$ cat config.mk
export PLATFORM = sky130hd
export DESIGN_NAME = dpram_reader
export DESIGN_NICKNAME = d
export VERILOG_FILES = /design/src/rtl/dpram_reader.sv
export SDC_FILE = /design/constraint.sdc
export NUM_CORES = 1
export LEC_CHECK = 0
export BUFFER_PORTS_ARGS = -buffer_cell sky130_fd_sc_hd__buf_4
export CAP_MARGIN = 5
export CORE_UTILIZATION = 45
export CTS_BUF_LIST = sky130_fd_sc_hd__clkbuf_4 sky130_fd_sc_hd__clkbuf_8
export DETAILED_ROUTE_END_ITERATION = 6
export GPL_ROUTABILITY_DRIVEN = 0
export PLACE_DENSITY = 0.7
export SETUP_SLACK_MARGIN = 0.02
export SYNTH_ARGS = -nofsm -noshare
export SYNTH_HDL_FRONTEND = slang
export SYNTH_SLANG_ARGS = --single-unit
export TNS_END_PERCENT = 20
$ cat constraint.sdc
create_clock -name clock -period 2.6 [get_ports clock]
set_input_delay 0.26 -clock clock [delete_from_list [all_inputs] [get_ports clock]]
set_output_delay 0.26 -clock clock [all_outputs]
set_load 0.01 [all_outputs]
$ cat src/rtl/dpram_reader.sv
// Read-side sweeper for one dual_port_ram port: issues a contiguous run of reads and
// streams the returned words through a two-entry buffer onto a valid/ready interface.
module dpram_reader #(
  parameter int WIDTH = 8,
  parameter int DEPTH = 4
) (
  input  logic             clock,
  input  logic             reset_n,
  input  logic             start,
  input  logic [DEPTH-1:0] base_addr,
  input  logic [DEPTH:0]   count,
  input  logic             dir,
  output logic             busy,
  output logic             done,
  output logic [DEPTH-1:0] mem_addr,
  output logic             mem_we,
  input  logic [WIDTH-1:0] mem_rdata,
  output logic [WIDTH-1:0] out_data,
  output logic             out_valid,
  input  logic             out_ready
);

  typedef enum logic [1:0] {IDLE, READ, DRAIN} state_t;

  state_t           state;
  logic [DEPTH-1:0] next_addr, addr_q, step_addr;
  logic [DEPTH:0]   remaining;
  logic             sweep_dir;
  logic             inflight;
  logic [WIDTH-1:0] buf1;
  logic             v1;
  logic             pop, push, issue;
  logic [1:0]       pending;

  assign mem_we = 1'b0;
  assign pop    = out_valid & out_ready;
  assign push   = inflight;

  // Words held or on their way; a read may issue only if the slot frees up in time.
  assign pending   = {1'b0, out_valid} + {1'b0, v1} + {1'b0, inflight};
  assign issue     = (state == READ) && (remaining != '0) && ((pending - {1'b0, pop}) < 2'd2);
  assign mem_addr  = issue ? next_addr : addr_q;
  assign step_addr = sweep_dir ? next_addr - DEPTH'(1) : next_addr + DEPTH'(1);

  always_ff @(posedge clock) begin
    if (reset_n) begin
      state     <= IDLE;
      next_addr <= '0;
      addr_q    <= '0;
      remaining <= '0;
      sweep_dir <= 1'b0;
      inflight  <= 1'b0;
      busy      <= 1'b0;
      done      <= 1'b0;
      out_valid <= 1'b0;
      out_data  <= '0;
      buf1      <= '0;
      v1        <= 1'b0;
    end else begin
      done     <= 1'b0;
      addr_q   <= mem_addr;
      inflight <= issue;

      case (state)
        IDLE: if (start) begin
          if (count == '0) begin
            done <= 1'b1;
          end else begin
            state     <= READ;
            next_addr <= base_addr;
            remaining <= count;
            sweep_dir <= dir;
            busy      <= 1'b1;
          end
        end
        READ: if (issue) begin
          next_addr <= step_addr;
          remaining <= remaining - (DEPTH+1)'(1);
          if (remaining == (DEPTH+1)'(1)) state <= DRAIN;
        end
        DRAIN: if (pop && !v1 && !inflight) begin
          state <= IDLE;
          busy  <= 1'b0;
          done  <= 1'b1;
        end
        default: state <= IDLE;
      endcase

      // Head register drives out_data directly; buf1 is the second slot.
      case ({push, pop})
        2'b11: begin
          if (v1) begin
            out_data <= buf1;
            buf1     <= mem_rdata;
          end else begin
            out_data <= mem_rdata;
          end
        end
        2'b10: begin
          if (!out_valid) begin
            out_data  <= mem_rdata;
            out_valid <= 1'b1;
          end else begin
            buf1 <= mem_rdata;
            v1   <= 1'b1;
          end
        end
        2'b01: begin
          out_data  <= buf1;
          out_valid <= v1;
          v1        <= 1'b0;
        end
        default: ;
      endcase
    end
  end

endmodule

# ---- Word level (Yosys, flattened, before mapping)
# Cells that the tools add are included.
dict set report word_totals {
  regBits 37
  out_inout_bits 16
  wordCells 89
}
dict set report classes {
  addsub 6
  order_cmp 1
  eq_ne 14
  muxes 33
  bitwise_logic 2
  reduce_logical 21
}
# operator n
set ops {}
lappend ops {{8-bit two-way mux} 4}
lappend ops {{8-bit case mux with 3 select lines} 1}
lappend ops {{4-bit two-way mux} 5}
lappend ops {{8-bit case mux with 2 select lines} 1}
lappend ops {{5-bit two-way mux} 3}
lappend ops {{2-bit inequality test (second input constant)} 7}
lappend ops {{2-bit two-way mux} 5}
lappend ops {{5-bit case mux with 2 select lines} 1}
lappend ops {{1-bit case mux with 2 select lines} 4}
lappend ops {{4-bit case mux with 2 select lines} 1}
lappend ops {{4-bit AND reduction} 2}
lappend ops {{2-bit nonzero test} 4}
lappend ops {{1-bit two-way mux} 7}
lappend ops {{2-bit == test (second input constant)} 3}
lappend ops {{2-bit case mux with 3 select lines} 1}
lappend ops {{3-bit AND reduction} 2}
lappend ops {{5-bit by 1-bit == test with 1-bit output (second input constant)} 1}
lappend ops {{5-bit zero test} 1}
lappend ops {{5-bit AND reduction} 1}
lappend ops {{5-bit nonzero test} 1}
lappend ops {{5-bit by 1-bit subtractor with 5-bit output (second input constant)} 1}
lappend ops {{4-bit by 1-bit adder with 4-bit output (second input constant)} 1}
lappend ops {{2-bit by 1-bit == test with 1-bit output (second input constant)} 2}
lappend ops {{1-bit logical AND} 4}
lappend ops {{other kinds (12)} 14}

# ---- Longest topological paths before layout
dict set report logic_depth {
  depth_word 7
  ltp_mapped 11
  ltp_nobuf 10
}

# ---- Worst setup path after synthesis
# Ideal clock, no wire load.
dict set report synth_path {
  path_kind {reg-to-output}
  startpoint {register out_valid}
  endpoint {output port mem_addr[0]}
  arrival_ns 2.248
  required_ns 2.340
  path_slack_ns 0.092
  path_stages_with_launch 10
  path_cell_list {dfxtp_1 > nand2_1 > inv_1 > ha_1 > inv_1 > ha_1 > a21oi_1 > xnor2_1 > nor2_1 > mux2_2}
}
dict set report synth_via {
  elab_chain_len 6
}
# item line_no
set synth_rtl {}
lappend synth_rtl {{start, declared} 19} ;# output logic out_valid,
lappend synth_rtl {{start signal, assigned} 110} ;# out_valid <= v1;
lappend synth_rtl {{1-bit by 1-bit adder with 2-bit output} 40} ;# assign pending = {1'b0, out_valid} + {1'b0, v1} + {1'b0, inflight};
lappend synth_rtl {{2-bit by 1-bit adder with 2-bit output} 40}
lappend synth_rtl {{2-bit by 1-bit subtractor with 2-bit output (*)} 41} ;# assign issue = (state == READ) && (remaining != '0) && ((pending - {1'b0, pop}) < 2'd2);
lappend synth_rtl {{2-bit < comparator (*)} 41}
lappend synth_rtl {{1-bit logical AND (*)} 41}
lappend synth_rtl {{4-bit two-way mux (*)} 42} ;# assign mem_addr = issue ? next_addr : addr_q;
lappend synth_rtl {{end, declared} 15} ;# output logic [DEPTH-1:0] mem_addr,
# Mark *: on every way between the ends. The rest lies on a longest branch, timed or not.

# ---- Worst setup path in the final report
dict set report layout_path {
  startpoint {register out_valid}
  endpoint {output port mem_addr[3]}
}
# The elaborated chain is that of the path after synthesis.

==> impl_metrics.py <==
metrics = {
    "outcome": {
        "status": "finished with violations",
        "violations": "design-rule violations",
    },
    "sta": {
        "post-route-min-period_ns": 2.510,
        "hold_viol": 0,
        "timing.final.crit_share_pct": 96.55,
        "skew_ns": 0.007622,
        "fmax_mhz": 398.3,
        "tightest_slew_ns": 1.019,
        "setup_viol": 0,
        "slew_violations": 0,
        "setup-tns-final_ns": 0,
        "slew_headroom_pct": 31.61,
        "rsz0062_at_grt": "true",
    },
    "finish": {
        "antennaDiodeCount": 0,
        "multi_input_area_sq_um": 1104,
        "drive_above_1_share_pct": 28.85,
        "seqCellArea_sq_um": 743.2,
        "area_growth_pct": 28.79,
        "final_util_pct": 60.59,
        "num-fill-cells": 377,
        "nets": 285,
        "instances_no_fill": 303,
    },
    "clock_network": {
        "holdBufCountCts": 0,
        "numCtsBuffers": 5,
        "htreeDepth": 2,
        "cts_root_buf": "clkbuf_8",
        "cts_sinks": 37,
        "clk_latency_ns": 0.29,
        "cts_tree": "yes",
        "clockBufferDepth": 2,
        "clk_pin_slew_ns": 0.08,
    },
    "drt": {
        "vias": 1576,
        "avgRoutedWirePerCell_um": 12.08,
        "drc": 2,
        "wl_um": 3659,
        "drt_iter0_markers": 56,
        "routed_via_density": 5.201,
        "ant_nets": 0,
        "drt_pre_antenna_iters": 6,
    },
    "hold_path": {
        "hold_start": "dir",
        "hold_depth": 3,
        "hold_path_class": "in -> reg",
    },
    "yosys": {
        "synth-seq-cells": 37,
        "synth_seq_area_share_pct": 39.36,
        "synth_cell_types": 37,
        "synth_area_leader_cell": "dfxtp_1",
        "yosysWarnings": 0,
        "synth_area_sq_um": 1882,
        "synth_nets": 241,
        "async_reset_ff_share_pct": 0,
        "synth_edf_count": 0,
        "synth-main-ff-cell": "dfxtp_1",
        "netlist_instances": 208,
        "syn_avg_cell_area_sq_um": 9.047,
        "yosys-top-cells-area": "dfxtp_1 39%, mux2i_1 9.6%, nor2_1 6.8%, ha_1 6.6%, a211oi_1 4.0%",
        "synth_top_cell_area_share_pct": 39.36,
    },
    "power": {
        "p_per_area_nw_per_um2": 771.1,
        "power_w": 0.001869,
        "leakagePower_nw": 1.028,
        "vdd_ir_drop_max_uv": 471.6,
    },
    "die": {
        "rows": 23,
        "io_pins": 38,
        "die_h_um": 66.67,
        "start_util_pct": 47.04,
        "coreArea_sq_um": 4000,
        "die-area_sq_um": 4444,
        "die_w_um": 66.67,
    },
    "global_route": {
        "antenna_found_initial": 0,
        "grt_overflow": 0,
        "grt_pass1_wl_um": 5899,
        "grt_usage_pct": 17.84,
        "grt_max_degree": 41,
        "grt_pass1_vias": 1320,
    },
    "worst_setup_path": {
        "critPathLaunch": "out_valid",
        "max_stage_delay_ns": 0.33,
        "critPathArrivalTime_ns": 2.25,
        "path_buf_inv": 4,
        "cp_cell_sequence": "nand2_2, inv_2, ha_4, inv_2, ha_4, a21oi_2, xnor2_1, nor2_1, buf_4, mux2_4, buf_4",
        "slowest_stage": "dfxtp_2",
        "r2r-start": "out_valid",
        "critical_path_depth": 11,
        "critPathTopFamily": "adder cells",
        "startpoint_type": "flip-flop",
        "worst_ep_required_time_ns": 2.34,
        "reg2regPathDepth": 12,
        "path_max_fanout": 5,
        "cp-end-kind": "output pin",
        "critical_path_class": "reg -> out",
    },
    "place": {
        "io_buffers": 36,
        "hpwl_um": 2477,
        "place_inst": 291,
    },
    "flow_run": {
        "drv_cap": 0,
    },
}
what timing repair did:
action	in CTS	in global routing
setup buffers	1	3
pin swaps	4	4
setup endpoints to repair	4	4
resized for setup	7	7
cells in the mapped netlist (2+ instances only):
cell type / number
dfxtp_1: 37
nor2_1: 34
mux2i_1: 18
a211oi_1: 10
ha_1: 10
inv_1: 10
a21oi_1: 9
nand2_1: 9
o21ai_0: 8
a22oi_1: 7
mux2_2: 6
nand3_1: 6
clkbuf_1: 5
nand2b_1: 4
nor2b_1: 4
nor3_1: 3
a21o_1: 2
a221oi_1: 2
o21ai_1: 2
o31ai_1: 2
or3_1: 2
xnor2_1: 2
xor2_1: 2
metal layers:
| layer | vias to the layer above | GRT usage, % | wire length (um) |
|---|---|---|---|
| met5 | - | 0 | 0 |
| met4 | 0 | 7.979 | 53 |
| met3 | 4 | 3.938 | 115 |
| li1 | 813 | - | - |
| met1 | 737 | 24.58 | 1826 |
| met2 | 22 | 26.26 | 1663 |
cell usage in the layout (no fill, tap or decap), types with 2 or more instances in the layout:
master and count:
clkbuf_8 5, nor3_1 3, ha_4 2, xor2_1 2, nor2b_1 4, a211oi_1 10
o21ai_1 2, o31ai_1 2, dfxtp_1 35, or3_1 2, inv_1 7, dfxtp_2 2
mux2_2 2, nand2b_1 4, a21oi_1 8, a21o_1 2, o21ai_0 8, buf_4 44
mux2_4 4, a221oi_1 2, xnor2_1 2, nand3_1 6, nand2_1 8, ha_1 8
inv_2 3, nor2_1 34, mux2i_1 18, a22oi_1 7
registers in the layout, summed over array words and instances, names as in the netlist:
register	count
buf1	8
done	1
remaining	5
addr_q	4
out_valid	1
sweep_dir	1
next_addr	4
busy	1
inflight	1
out_data	8
state	2
v1	1
worst reg2reg max path: cells and delay by family, from the launching register on:
kind / cells / cell delay (ns)
compound gates: 3 / 0.40
xor+xnor: 1 / 0.09
fa+ha+maj: 2 / 0.47
buf+inv: 4 / 0.42
flops: 1 / 0.33
mux: 1 / 0.21
simple gates: 1 / 0.07
power by group:
part / internal (W) / leakage [nW] / total, W / switching [W]
combinational: 0.000320 / 0.670 / 0.000639 / 0.000319
clock: 0.000287 / 0.0543 / 0.000511 / 0.000224
sequential: 0.000651 / 0.303 / 0.000719 / 0.0000677
total: 0.00126 / 1.03 / 0.00187 / 0.000611
area by class of cell:
class	count	share of cell area [%]
inverters	10	1.549
repair buffers	46	14.92
clock buffers	5	2.839
well taps	50	2.581
clock inverters	3	1.910
multi-input cells	152	45.53
flip-flops and latches	37	30.67
through the flow:
step,hold WS (ns),setup WS [ns],instance area (sq um)
5_1_grt,0.2173,0.001819,2424
2_1_floorplan,0.4039,0.09222,1882
4_1_cts,0.1963,-0.0008595,2370
3_5_place_dp,0.4722,0.09698,2226
3_3_place_gp,0.4660,0.1515,2226
6_report,0.2047,0.08960,2424
final timing paths:
| kind | to | slack (ns) |
|---|---|---|
| setup / recovery | mem_addr[3] | 0.09 |
| hold / removal | sweep_dir | 0.20 |
| setup reg to reg | next_addr[0] | 0.51 |
| hold reg to reg | busy | 0.48 |
logic make-up after synthesis:
kind of cell               share of synthesized area [%]
xor gates and xnor gates                           1.862
DFF                                                39.36
and+or+nand+nor                                    16.02
buffers and inverters                              4.455
adders and majority gates                          7.713
muxes                                              13.16
AOI/OAI and AO/OA                                  17.22
other                                             0.1993
(Power assumes the default switching activity.)
